==> src/rtl/npu_ctrl_pkg.sv <==
// Shared NPU controller definitions: command opcodes, engine IDs, the tile
// command payload and the GEMM sequencer state encoding.
package npu_ctrl_pkg;

   localparam int unsigned OPC_W      = 8;
   localparam int unsigned ENG_ID_W   = 4;
   localparam int unsigned IMM_W      = 16;
   localparam int unsigned CMD_DIM_W  = 16;

   localparam logic [OPC_W-1:0]    OPC_NOP       = 8'h00;
   localparam logic [OPC_W-1:0]    OPC_GEMM      = 8'h01;
   localparam logic [OPC_W-1:0]    OPC_GEMM_ACC  = 8'h02;
   localparam logic [ENG_ID_W-1:0] ENG_ID_DMA    = 4'h1;
   localparam logic [ENG_ID_W-1:0] ENG_ID_GEMM   = 4'h2;

   // One sub-command for the systolic array; indices are in tile units.
   typedef struct packed {
      logic [CMD_DIM_W-1:0] m_idx;
      logic [CMD_DIM_W-1:0] n_idx;
      logic [CMD_DIM_W-1:0] k_idx;
      logic [CMD_DIM_W-1:0] m_len;
      logic [CMD_DIM_W-1:0] n_len;
      logic [CMD_DIM_W-1:0] k_len;
      logic                 accumulate;
      logic                 last_k;
      logic                 transpose_b;
      logic [IMM_W-1:0]     imm;
   } tile_cmd_t;

   typedef enum logic [1:0] {
      GS_IDLE   = 2'd0,
      GS_ISSUE  = 2'd1,
      GS_DRAIN  = 2'd2,
      GS_FINISH = 2'd3
   } gemm_seq_state_t;

endpackage

==> src/rtl/tile_loop_counter.sv <==
// Nested m/n/k tile walker (k innermost, m outermost). All outputs are
// registered and describe the tile currently presented to the array.
module tile_loop_counter #(
   parameter int unsigned TILE      = 8,
   parameter int unsigned DIM_WIDTH = 16
) (
   input  logic                 clk,
   input  logic                 rst_n,
   input  logic                 load,
   input  logic                 advance,
   input  logic [DIM_WIDTH-1:0] dim_m,
   input  logic [DIM_WIDTH-1:0] dim_k,
   input  logic [DIM_WIDTH-1:0] dim_n,
   input  logic                 accumulate,
   output logic [DIM_WIDTH-1:0] m_idx,
   output logic [DIM_WIDTH-1:0] n_idx,
   output logic [DIM_WIDTH-1:0] k_idx,
   output logic [DIM_WIDTH-1:0] m_len,
   output logic [DIM_WIDTH-1:0] n_len,
   output logic [DIM_WIDTH-1:0] k_len,
   output logic                 tile_accumulate,
   output logic                 last_k,
   output logic                 last_tile
);

   localparam int unsigned SHIFT = $clog2(TILE);
   localparam int unsigned EXT_W = DIM_WIDTH + 1;

   // Index of the final tile along a dimension: ceil(d/TILE)-1.
   function automatic logic [DIM_WIDTH-1:0] last_idx(input logic [DIM_WIDTH-1:0] d);
      logic [EXT_W-1:0] cnt;
      cnt = (EXT_W'(d) + EXT_W'(TILE - 1)) >> SHIFT;
      return DIM_WIDTH'(cnt - EXT_W'(1));
   endfunction

   function automatic logic [DIM_WIDTH-1:0] len_of(input logic [DIM_WIDTH-1:0] idx,
                                                   input logic [DIM_WIDTH-1:0] last,
                                                   input logic [SHIFT-1:0]     rem);
      return ((idx == last) && (rem != '0)) ? DIM_WIDTH'(rem) : DIM_WIDTH'(TILE);
   endfunction

   logic [DIM_WIDTH-1:0] m_last_q, n_last_q, k_last_q;
   logic [DIM_WIDTH-1:0] m_last_c, n_last_c, k_last_c;
   logic [SHIFT-1:0]     m_rem_q, n_rem_q, k_rem_q;
   logic [SHIFT-1:0]     m_rem_c, n_rem_c, k_rem_c;
   logic                 acc_q, acc_c;
   logic [DIM_WIDTH-1:0] m_nx, n_nx, k_nx;

   // Bounds come straight from the inputs in the load cycle.
   always_comb begin
      m_last_c = m_last_q;
      n_last_c = n_last_q;
      k_last_c = k_last_q;
      m_rem_c  = m_rem_q;
      n_rem_c  = n_rem_q;
      k_rem_c  = k_rem_q;
      acc_c    = acc_q;
      if (load) begin
         m_last_c = last_idx(dim_m);
         n_last_c = last_idx(dim_n);
         k_last_c = last_idx(dim_k);
         m_rem_c  = dim_m[SHIFT-1:0];
         n_rem_c  = dim_n[SHIFT-1:0];
         k_rem_c  = dim_k[SHIFT-1:0];
         acc_c    = accumulate;
      end
   end

   // Next tile position.
   always_comb begin
      m_nx = m_idx;
      n_nx = n_idx;
      k_nx = k_idx;
      if (load) begin
         m_nx = '0;
         n_nx = '0;
         k_nx = '0;
      end else if (advance) begin
         if (k_idx == k_last_q) begin
            k_nx = '0;
            if (n_idx == n_last_q) begin
               n_nx = '0;
               m_nx = m_idx + DIM_WIDTH'(1);
            end else begin
               n_nx = n_idx + DIM_WIDTH'(1);
            end
         end else begin
            k_nx = k_idx + DIM_WIDTH'(1);
         end
      end
   end

   always_ff @(posedge clk or negedge rst_n) begin
      if (!rst_n) begin
         m_last_q        <= '0;
         n_last_q        <= '0;
         k_last_q        <= '0;
         m_rem_q         <= '0;
         n_rem_q         <= '0;
         k_rem_q         <= '0;
         acc_q           <= 1'b0;
         m_idx           <= '0;
         n_idx           <= '0;
         k_idx           <= '0;
         m_len           <= '0;
         n_len           <= '0;
         k_len           <= '0;
         tile_accumulate <= 1'b0;
         last_k          <= 1'b0;
         last_tile       <= 1'b0;
      end else if (load || advance) begin
         m_last_q        <= m_last_c;
         n_last_q        <= n_last_c;
         k_last_q        <= k_last_c;
         m_rem_q         <= m_rem_c;
         n_rem_q         <= n_rem_c;
         k_rem_q         <= k_rem_c;
         acc_q           <= acc_c;
         m_idx           <= m_nx;
         n_idx           <= n_nx;
         k_idx           <= k_nx;
         m_len           <= len_of(m_nx, m_last_c, m_rem_c);
         n_len           <= len_of(n_nx, n_last_c, n_rem_c);
         k_len           <= len_of(k_nx, k_last_c, k_rem_c);
         tile_accumulate <= acc_c || (k_nx != '0);
         last_k          <= (k_nx == k_last_c);
         last_tile       <= (k_nx == k_last_c) && (n_nx == n_last_c) && (m_nx == m_last_c);
      end
   end

endmodule

==> src/rtl/gemm_cmd_sequencer.sv <==
// GEMM command responder: latches a start command, walks it as TILE^3
// sub-commands over valid/ready, and holds busy until every tile completes.
module gemm_cmd_sequencer
   import npu_ctrl_pkg::*;
#(
   parameter int unsigned TILE            = 8,
   parameter int unsigned DIM_WIDTH       = 16,
   parameter int unsigned MAX_OUTSTANDING = 2
) (
   input  logic                 clk,
   input  logic                 rst_n,
   input  logic                 start,
   input  logic [DIM_WIDTH-1:0] dim_m,
   input  logic [DIM_WIDTH-1:0] dim_k,
   input  logic [DIM_WIDTH-1:0] dim_n,
   input  logic                 transpose_b,
   input  logic                 accumulate,
   input  logic [15:0]          imm,
   output logic                 busy,
   output logic                 done,
   output logic                 start_ignored,
   output logic                 tile_valid,
   input  logic                 tile_ready,
   output logic [DIM_WIDTH-1:0] tile_m_idx,
   output logic [DIM_WIDTH-1:0] tile_n_idx,
   output logic [DIM_WIDTH-1:0] tile_k_idx,
   output logic [DIM_WIDTH-1:0] tile_m_len,
   output logic [DIM_WIDTH-1:0] tile_n_len,
   output logic [DIM_WIDTH-1:0] tile_k_len,
   output logic                 tile_accumulate,
   output logic                 tile_last_k,
   output logic                 tile_transpose_b,
   output logic [15:0]          tile_imm,
   input  logic                 tile_done
);

   localparam int unsigned OUT_W = 4;

   gemm_seq_state_t      state_q, state_d;
   logic [OUT_W-1:0]     outst_q, outst_d;
   logic                 busy_d, done_d, start_ignored_d, tile_valid_d;
   logic                 tp_b_q;
   logic [IMM_W-1:0]     imm_q;
   logic                 accept, any_zero, xfer, retire;

   logic [DIM_WIDTH-1:0] cnt_m_idx, cnt_n_idx, cnt_k_idx;
   logic [DIM_WIDTH-1:0] cnt_m_len, cnt_n_len, cnt_k_len;
   logic                 cnt_acc, cnt_last_k, cnt_last_tile;
   tile_cmd_t            cmd;

   assign accept   = (state_q == GS_IDLE) && start;
   assign any_zero = (dim_m == '0) || (dim_k == '0) || (dim_n == '0);
   assign xfer     = tile_valid && tile_ready;
   assign retire   = tile_done && (outst_q != '0);

   tile_loop_counter #(
      .TILE      (TILE),
      .DIM_WIDTH (DIM_WIDTH)
   ) u_loop (
      .clk             (clk),
      .rst_n           (rst_n),
      .load            (accept),
      .advance         (xfer),
      .dim_m           (dim_m),
      .dim_k           (dim_k),
      .dim_n           (dim_n),
      .accumulate      (accumulate),
      .m_idx           (cnt_m_idx),
      .n_idx           (cnt_n_idx),
      .k_idx           (cnt_k_idx),
      .m_len           (cnt_m_len),
      .n_len           (cnt_n_len),
      .k_len           (cnt_k_len),
      .tile_accumulate (cnt_acc),
      .last_k          (cnt_last_k),
      .last_tile       (cnt_last_tile)
   );

   always_ff @(posedge clk or negedge rst_n) begin
      if (!rst_n) state_q <= GS_IDLE;
      else        state_q <= state_d;
   end

   // A zero-sized job passes through DRAIN with nothing outstanding so that
   // busy is still visible for one cycle before done.
   always_comb begin
      state_d = state_q;
      case (state_q)
         GS_IDLE:   if (start) state_d = any_zero ? GS_DRAIN : GS_ISSUE;
         GS_ISSUE:  if (xfer && cnt_last_tile) state_d = GS_DRAIN;
         GS_DRAIN:  if (outst_q == '0) state_d = GS_FINISH;
         GS_FINISH: state_d = GS_IDLE;
         default:   state_d = GS_IDLE;
      endcase
   end

   // Next values of the registered outputs and the in-flight count.
   always_comb begin
      outst_d         = outst_q + OUT_W'(xfer) - OUT_W'(retire);
      busy_d          = (state_d == GS_ISSUE) || (state_d == GS_DRAIN);
      done_d          = (state_d == GS_FINISH);
      start_ignored_d = start && (state_q != GS_IDLE);
      tile_valid_d    = (state_d == GS_ISSUE) && (outst_d < OUT_W'(MAX_OUTSTANDING));
   end

   always_ff @(posedge clk or negedge rst_n) begin
      if (!rst_n) begin
         outst_q       <= '0;
         busy          <= 1'b0;
         done          <= 1'b0;
         start_ignored <= 1'b0;
         tile_valid    <= 1'b0;
         tp_b_q        <= 1'b0;
         imm_q         <= '0;
      end else begin
         outst_q       <= outst_d;
         busy          <= busy_d;
         done          <= done_d;
         start_ignored <= start_ignored_d;
         tile_valid    <= tile_valid_d;
         if (accept) begin
            tp_b_q <= transpose_b;
            imm_q  <= imm;
         end
      end
   end

   assign cmd = '{
      m_idx:       CMD_DIM_W'(cnt_m_idx),
      n_idx:       CMD_DIM_W'(cnt_n_idx),
      k_idx:       CMD_DIM_W'(cnt_k_idx),
      m_len:       CMD_DIM_W'(cnt_m_len),
      n_len:       CMD_DIM_W'(cnt_n_len),
      k_len:       CMD_DIM_W'(cnt_k_len),
      accumulate:  cnt_acc,
      last_k:      cnt_last_k,
      transpose_b: tp_b_q,
      imm:         imm_q
   };

   assign tile_m_idx       = DIM_WIDTH'(cmd.m_idx);
   assign tile_n_idx       = DIM_WIDTH'(cmd.n_idx);
   assign tile_k_idx       = DIM_WIDTH'(cmd.k_idx);
   assign tile_m_len       = DIM_WIDTH'(cmd.m_len);
   assign tile_n_len       = DIM_WIDTH'(cmd.n_len);
   assign tile_k_len       = DIM_WIDTH'(cmd.k_len);
   assign tile_accumulate  = cmd.accumulate;
   assign tile_last_k      = cmd.last_k;
   assign tile_transpose_b = cmd.transpose_b;
   assign tile_imm         = cmd.imm;

endmodule

==> config.mk <==
export PLATFORM = sky130hd
export DESIGN_NAME = gemm_cmd_sequencer
export DESIGN_NICKNAME = d
export VERILOG_FILES = /design/src/rtl/npu_ctrl_pkg.sv /design/src/rtl/tile_loop_counter.sv /design/src/rtl/gemm_cmd_sequencer.sv
export SDC_FILE = /design/constraint.sdc
export NUM_CORES = 1
export LEC_CHECK = 0
export CAP_MARGIN = 10
export CORE_MARGIN = 5
export CORE_UTILIZATION = 24
export DETAILED_ROUTE_END_ITERATION = 16
export PLACE_DENSITY = 0.54
export REMOVE_ABC_BUFFERS = 1
export SLEW_MARGIN = 30
export SYNTH_ARGS = -nofsm -noshare
export SYNTH_HDL_FRONTEND = slang
export SYNTH_SLANG_ARGS = --single-unit
==> constraint.sdc <==
create_clock -name clk -period 4.5 [get_ports clk]
set_clock_uncertainty 0.05 [all_clocks]
set_input_delay 1.35 -clock clk [delete_from_list [all_inputs] [get_ports clk]]
set_output_delay 1.35 -clock clk [all_outputs]
set_load 0.01 [all_outputs]
==> qor.txt, run 1 <==
Reg-to-Reg End = u_loop.n_len[2]$_DFFE_PN0P_
Fillers = 4038
Root Buffer = clkbuf_16
Fraction of registers with async set/reset = 100.0%
Period utilisation layout = 97.79%
Met3 Usage GRT = 3.419%
Fmax = 227.3 MHz
Routed via count = 8767
DRC errors left = 0
Antenna Nets Post-Route = 0
Status = finished, final reports clean
Fin crit period = 4.400 ns
Worst setup EP type = flip-flop
Layout cells sized above 1 = 16.18%
H-tree depth = 4
PD cells = 291.6 mW/mm^2
Clk Latency, worst-skew pair = 0.43 ns
Antenna violations before repair = 0
Final Max Slew Viols = 0
Warnings, synthesis = 0
Global-route wire length before repair = 50.36 mm
# IOs = 190
Total power = 3.856 mW
Die width = 207.9 um
Area contributors post-synth = dfrtp_1, nand2_1, xor2_1, xnor2_1, nor2_1
WL final = 31.90 mm
Reg2reg path depth = 12
Largest net degree at the start of global routing = 80
Hold Crit Class = reg2reg
Critical Path RT = 4.78 ns
Worst Path Class, Setup = in2reg
Number of synthesized flops with an enable pin = 0
Worst Setup SP = dim_n[11]
Worst Hold Depth = 2
Yosys top cell area share = 39.39%
Setup TNS = 0 ns
Via density = 4.639
Grt met2 use = 25.30%
Die Y = 207.9 um
Slew at the pin closest to its max-slew limit = 0.8184 ns
Placed insts = 1858
Critical Path Source Type = input port
Pre-antenna DRT Iters = 5
Global route overflow = 0
Setup Buffers After CTS = 0
R2R Setup Slk = 0.44 ns
Clk slew on worst S/H paths = 0.06 ns
Total track usage = 14.52%
DRT iter0 DRCs = 455
Gr busiest metal = met2
Cell variety after synth = 74
Worst r2r src = u_loop.n_idx[0]$_DFFE_PN0P_
Synth Instances = 1091
GPL Wtd Cong = 0.8427
Hold path endpoint = tile_imm[15]$_DFFE_PN0P_
Cell Chain, Critical Path = clkdlybuf4s50_1, or3_1, buf_4, or4_4, a31oi_4, xnor2_1, o2111ai_1, or4b_1, or4_4, o31ai_1
Synthesized flop and latch total = 148
Layout area overhead = 40.67%
Worst slew margin = 45.44%
Die area = 0.04323 sq mm
Max-cap violations = 0
Maximum VDD drop = 257.6 uV
Drt wl/cell = 16.88 um
Top cell by count, worst path = or4_4
CTS sink count = 148
Final setup fails = 0
Vias in the first global route = 8843
Port bufs = 153
Nets@finish = 1444
Leak pwr = 5.801 nW
Global-route track usage on met1 = 18.54%
Cell Rows = 72
Worst-case clock buffer depth = 2
Num CTS Buffers = 17
Synthesized area per cell = 8.617 sq um
Starting density of the core = 24.27%
Mapped cell area = 0.009402 sq mm
Final Hold Viols = 0
Core Util, Final = 34.14%
Top FF cell, synth = dfrtp_1
Crit path DAT = 4.68 ns
CTS tree = built
Synth area leader = dfrtp_1
CP max stage cell = or4_4
Finished Layout Cells = 1890
Register area share after synthesis = 39.39%
Core box area = 0.03874 sq mm
Min-delay src = tile_imm[15]$_DFFE_PN0P_
Hold_ws = 0.4205 ns
Crit-path max cell delay = 0.60 ns
Final HPWL DP = 24.87 mm
Crit-path max FO = 4
# diodes = 0
## area by class of cell
type	instances	area, sq um	share of cell area (%)
clock buffers	20	446.7	3.377
flip-flops and latches	148	3704	28.00
repair buffers	304	2750	20.79
well taps	518	648.1	4.901
inverters	32	120.1	0.9082
multi-input cells	856	5330	40.30
clock inverters	12	226.5	1.712
## registers in the layout (all words and copies together) (netlist names), 4 cells and up
signal	flops
outst_q	4
tile_imm	16
u_loop.k_idx	16
u_loop.k_last_q	16
u_loop.k_len	4
u_loop.m_idx	16
u_loop.m_last_q	16
u_loop.m_len	4
u_loop.n_idx	16
u_loop.n_last_q	16
u_loop.n_len	4
## worst max path at each step
stage	end	slack [ns]
global placement	u_loop.n_len[1]$_DFFE_PN0P_	-0.58
finish	u_loop.n_len[2]$_DFFE_PN0P_	0.1
detailed placement	u_loop.n_len[1]$_DFFE_PN0P_	-0.70
CTS	u_loop.m_len[2]$_DFFE_PN0P_	0.06
global route	u_loop.m_len[2]$_DFFE_PN0P_	-0.004
floorplan	u_loop.n_len[0]$_DFFE_PN0P_	-5.20
## critical path, delay by kind of cell
kind	cells	cell delay (ns)
buf+inv	2	0.58
compound gates	3	0.57
xor+xnor	1	0.15
simple gates	4	2.04
## cells in the mapped netlist, types with 8 or more instances
| library cell | number |
|---|---|
| ha_1 | 13 |
| dfrtp_1 | 148 |
| and3_1 | 13 |
| nand2_1 | 177 |
| nor2_1 | 74 |
| nand3_1 | 38 |
| buf_4 | 36 |
| xnor2_1 | 62 |
| nand4_1 | 26 |
| a21oi_1 | 31 |
| xor2_1 | 69 |
| or3_1 | 13 |
| nor4_1 | 27 |
| inv_1 | 31 |
| and4_1 | 9 |
| nor2b_1 | 8 |
| clkbuf_1 | 41 |
| o31ai_1 | 14 |
| o21ai_0 | 49 |
| mux2i_1 | 19 |
| a31oi_1 | 11 |
| buf_1 | 8 |
| nor3_1 | 33 |
## what timing repair did
item | 4_1_cts | 5_1_grt
hold endpoints to repair | 0 | 0
setup endpoints to repair | 7 | 8
gates resized for setup | 17 | 8
pin swaps | 13 | 3
hold buffers | 0 | 0
## metrics by stage
step	setup WS [ns]	cell area, sq um
6_report	0.09962	13230
5_1_grt	-0.004465	13230
4_1_cts	0.05943	13190
3_5_place_dp	-0.7008	12460
3_3_place_gp	-0.5755	12460
2_1_floorplan	-5.200	9041
## where the power goes
part           internal [mW]  switching [mW]  total [mW]
sequential              1.40          0.0680        1.47
combinational          0.344           0.381       0.725
clock                   1.06           0.601        1.66
total                   2.81            1.05        3.86
## cell families after synthesis
| family | after synthesis | synth area share, % |
|---|---|---|
| and+or+nand+nor | 480 | 25.67 |
| AOI/OAI and AO/OA | 175 | 12.10 |
| DFF | 148 | 39.39 |
| xor gates and xnor gates | 131 | 12.20 |
| buffers and inverters | 122 | 6.508 |
| muxes | 20 | 2.143 |
| adders and majority gates | 14 | 1.943 |
| other | 1 | 0.03989 |
## metal layers
metal	wire (um)	share of wire, %	up-vias
met3	1487	4.7	19
li1	-	-	4289
met5	0	0	-
met4	304	0.95	0
met2	15980	50	188
met1	14130	44	4271
## placed cells by master, fill, tap and decap left out, types with 8 or more instances in the layout
cell type	Yosys	layout
nor2_1	74	74
xnor2_1	62	62
nand4_1	26	26
nor3_1	33	33
or3_1	13	11
ha_1	13	11
conb_1	1	36
a31oi_1	11	10
nor2b_1	8	8
o21ai_0	49	46
dfrtp_1	148	148
xor2_1	69	69
and4_1	9	9
inv_1	31	31
buf_4	36	144
o21ai_1	6	9
clkdlybuf4s50_1	0	149
nor4_1	27	25
nand3_1	38	38
and3_1	13	13
a21oi_1	31	31
clkbuf_16	0	17
o31ai_1	14	10
mux2i_1	19	19
nand2_1	177	176
Power figures use the tool's default switching activity.
==> inputs of run 2 (changes only) <==
==> constraint.sdc (replaced) <==
create_clock -name clk -period 4.5 [get_ports clk]
set_clock_uncertainty 0.05 [all_clocks]
set_input_delay 1.35 -clock clk [delete_from_list [all_inputs] [get_ports clk]]
set_output_delay 1.35 -clock clk [all_outputs]
set_load 0.1 [all_outputs]
==> run 2 against run 1 <==
Utilization is 0.20 points lower. Register-to-register slack better by 0.08 ns. Sequential cell count stayed put. Global-route usage is 0.082 points higher. Wire length is 0.40% lower. First-iteration DRC count is 2.6% higher. Highest routed layer unchanged.
==> qor.txt, run 2 (same netlist as run 1, synthesis figures left out) <==
Clk slew on worst S/H paths = 0.06 ns
Starting density of the core = 24.27%
Hold Crit Class = reg2reg
Nets@finish = 1446
Largest net degree at the start of global routing = 68
Via density = 4.658
H-tree depth = 4
Layout area overhead = 39.86%
Hold path endpoint = tile_imm[3]$_DFFE_PN0P_
Global route overflow = 0
Worst Hold Depth = 2
Cts hold-fix bufs = 0
Antenna violations before repair = 0
Final HPWL DP = 24.84 mm
Final Hold Viols = 0
Finished Layout Cells = 1890
Drt wl/cell = 16.81 um
Min-delay src = tile_imm[3]$_DFFE_PN0P_
Reg2reg path depth = 11
Worst Path Class, Setup = in2reg
DRT iter0 DRCs = 467
Die width = 207.9 um
Met3 Usage GRT = 3.645%
Worst r2r src = u_loop.k_last_q[10]$_DFFE_PN0P_
Clk Latency, worst-skew pair = 0.43 ns
Grt met2 use = 24.85%
Final setup fails = 0
Core box area = 0.03874 sq mm
Fmax = 229.7 MHz
CTS sink count = 148
Num CTS Buffers = 17
Leak pwr = 5.769 nW
Vias in the first global route = 9008
Worst-case clock buffer depth = 2
Worst slew margin = 31.78%
# IOs = 190
PD cells = 302.2 mW/mm^2
GPL Wtd Cong = 0.8547
Critical Path Source Type = input port
Global-route wire length before repair = 51.03 mm
Commonest cells after routing, fill and taps aside = nand2_1, dfrtp_1, buf_4
Die Y = 207.9 um
Max-cap violations = 0
RSZ-0062 raised after global routing = yes
Crit-path max FO = 6
Port bufs = 153
WL final = 31.77 mm
Most common cell after layout, fill and taps aside = nand2_1
Root Buffer = clkbuf_16
Worst setup EP type = flip-flop
Period utilisation layout = 96.74%
Maximum VDD drop = 238.1 uV
Gr busiest metal = met2
Antenna Nets Post-Route = 0
R2R Setup Slk = 0.52 ns
# diodes = 0
DRC errors left = 0
Final Max Slew Viols = 0
Layout cells sized above 1 = 17.42%
Design area = 0.01315 sq mm
Routed via count = 8803
Global-route track usage on met1 = 18.76%
Placement-stage cell area = 0.01243 sq mm
Die area = 0.04323 sq mm
Placed insts = 1857
Slew at the pin closest to its max-slew limit = 1.020 ns
CTS tree = built
Critical Path RT = 4.79 ns
Pre-antenna DRT Iters = 5
Fin crit period = 4.353 ns
Reg-to-Reg End = u_loop.n_len[2]$_DFFE_PN0P_
Crit path DAT = 4.64 ns
Cell Rows = 72
Total track usage = 14.60%
Status = finished, final reports clean
[run 2: cell count changes in the layout (fill, tap and decap cells not counted), moves of 2 or more]
| cell | delta |
|---|---|
| o21ai_0 | -2 |
| buf_2 | +7 |
| clkinvlp_4 | +3 |
| buf_4 | +4 |
| o31ai_1 | -3 |
| o31ai_2 | +2 |
| clkdlybuf4s50_1 | -9 |
| bufinv_16 | -4 |
[run 2: worst max path at each step]
stage                         from                     endpoint  slack [ns]  cells past startpoint
final                     dim_n[0]  u_loop.n_len[2]$_DFFE_PN0P_        0.15                     16
after global routing      dim_n[0]  u_loop.n_len[0]$_DFFE_PN0P_       -0.08                     16
after floorplan              start  u_loop.n_len[0]$_DFFE_PN0P_       -5.23                      9
after CTS                 dim_n[0]  u_loop.n_len[2]$_DFFE_PN0P_        0.04                     11
after global placement    dim_n[0]  u_loop.n_len[1]$_DFFE_PN0P_       -0.56                     13
after detailed placement  dim_n[0]  u_loop.n_len[1]$_DFFE_PN0P_       -0.63                     11
[run 2: report_power, final]
group          switching [mW]  leakage, nW  internal, mW
clock network           0.600        0.261         0.812
registers              0.0674         1.95          1.40
logic                   0.750         3.55         0.339
total                    1.42         5.77          2.55
[run 2: area by class of cell]
class | instances | area (sq um)
clock buffer | 18 | 429.2
clock inverter | 12 | 133.9
fill | 4055 | 25590
inverter | 32 | 120.1
multi-input combinational | 856 | 5386
sequential | 148 | 3704
tap | 518 | 648.1
timing repair buffer | 306 | 2728
[run 2: critical path, stage by stage]
cell and delay, ns:
clkdlybuf4s50_1 0.41, or3_4 0.37, xor2_1 0.14, inv_1 0.10, ha_4 0.19, buf_4 0.14
nor4_2 0.25, buf_4 0.16, nand4_1 0.12, o21ai_2 0.08, xnor2_1 0.07, o21ai_1 0.19
xnor2_1 0.14, nand4_1 0.13, or4_4 0.61, o31ai_2 0.19
[run 2: per-stage QoR]
stage | setup TNS, ns | utilization, % | setup WS, ns | power, mW | hold WS (ns)
2_1_floorplan | -337.99 | - | -5.231 | 2.182 | 0.3971
3_3_place_gp | -4.310 | 32.12 | -0.5581 | 2.573 | 0.4092
3_5_place_dp | -4.889 | 32.09 | -0.6324 | 2.580 | 0.4108
4_1_cts | 0 | 33.76 | 0.03956 | 4.032 | 0.4262
5_1_grt | -0.2840 | 33.94 | -0.07644 | 4.180 | 0.4490
6_report | 0 | 33.94 | 0.1468 | 3.973 | 0.4228
[run 2: metal layers]
layer  up-vias  part of all wire, %
met3        21                  5.4
met1      4276                   44
met5         -                    0
met2       205                   49
met4         0                  1.5
li1       4301                    -
[run 2: what timing repair did]
action	4_1_cts	5_1_grt
endpoints found under the hold margin	0	0
cloned	0	0
gates resized for setup	19	16
pin swaps	15	9
setup buffers	0	3
setup endpoints to repair	9	9
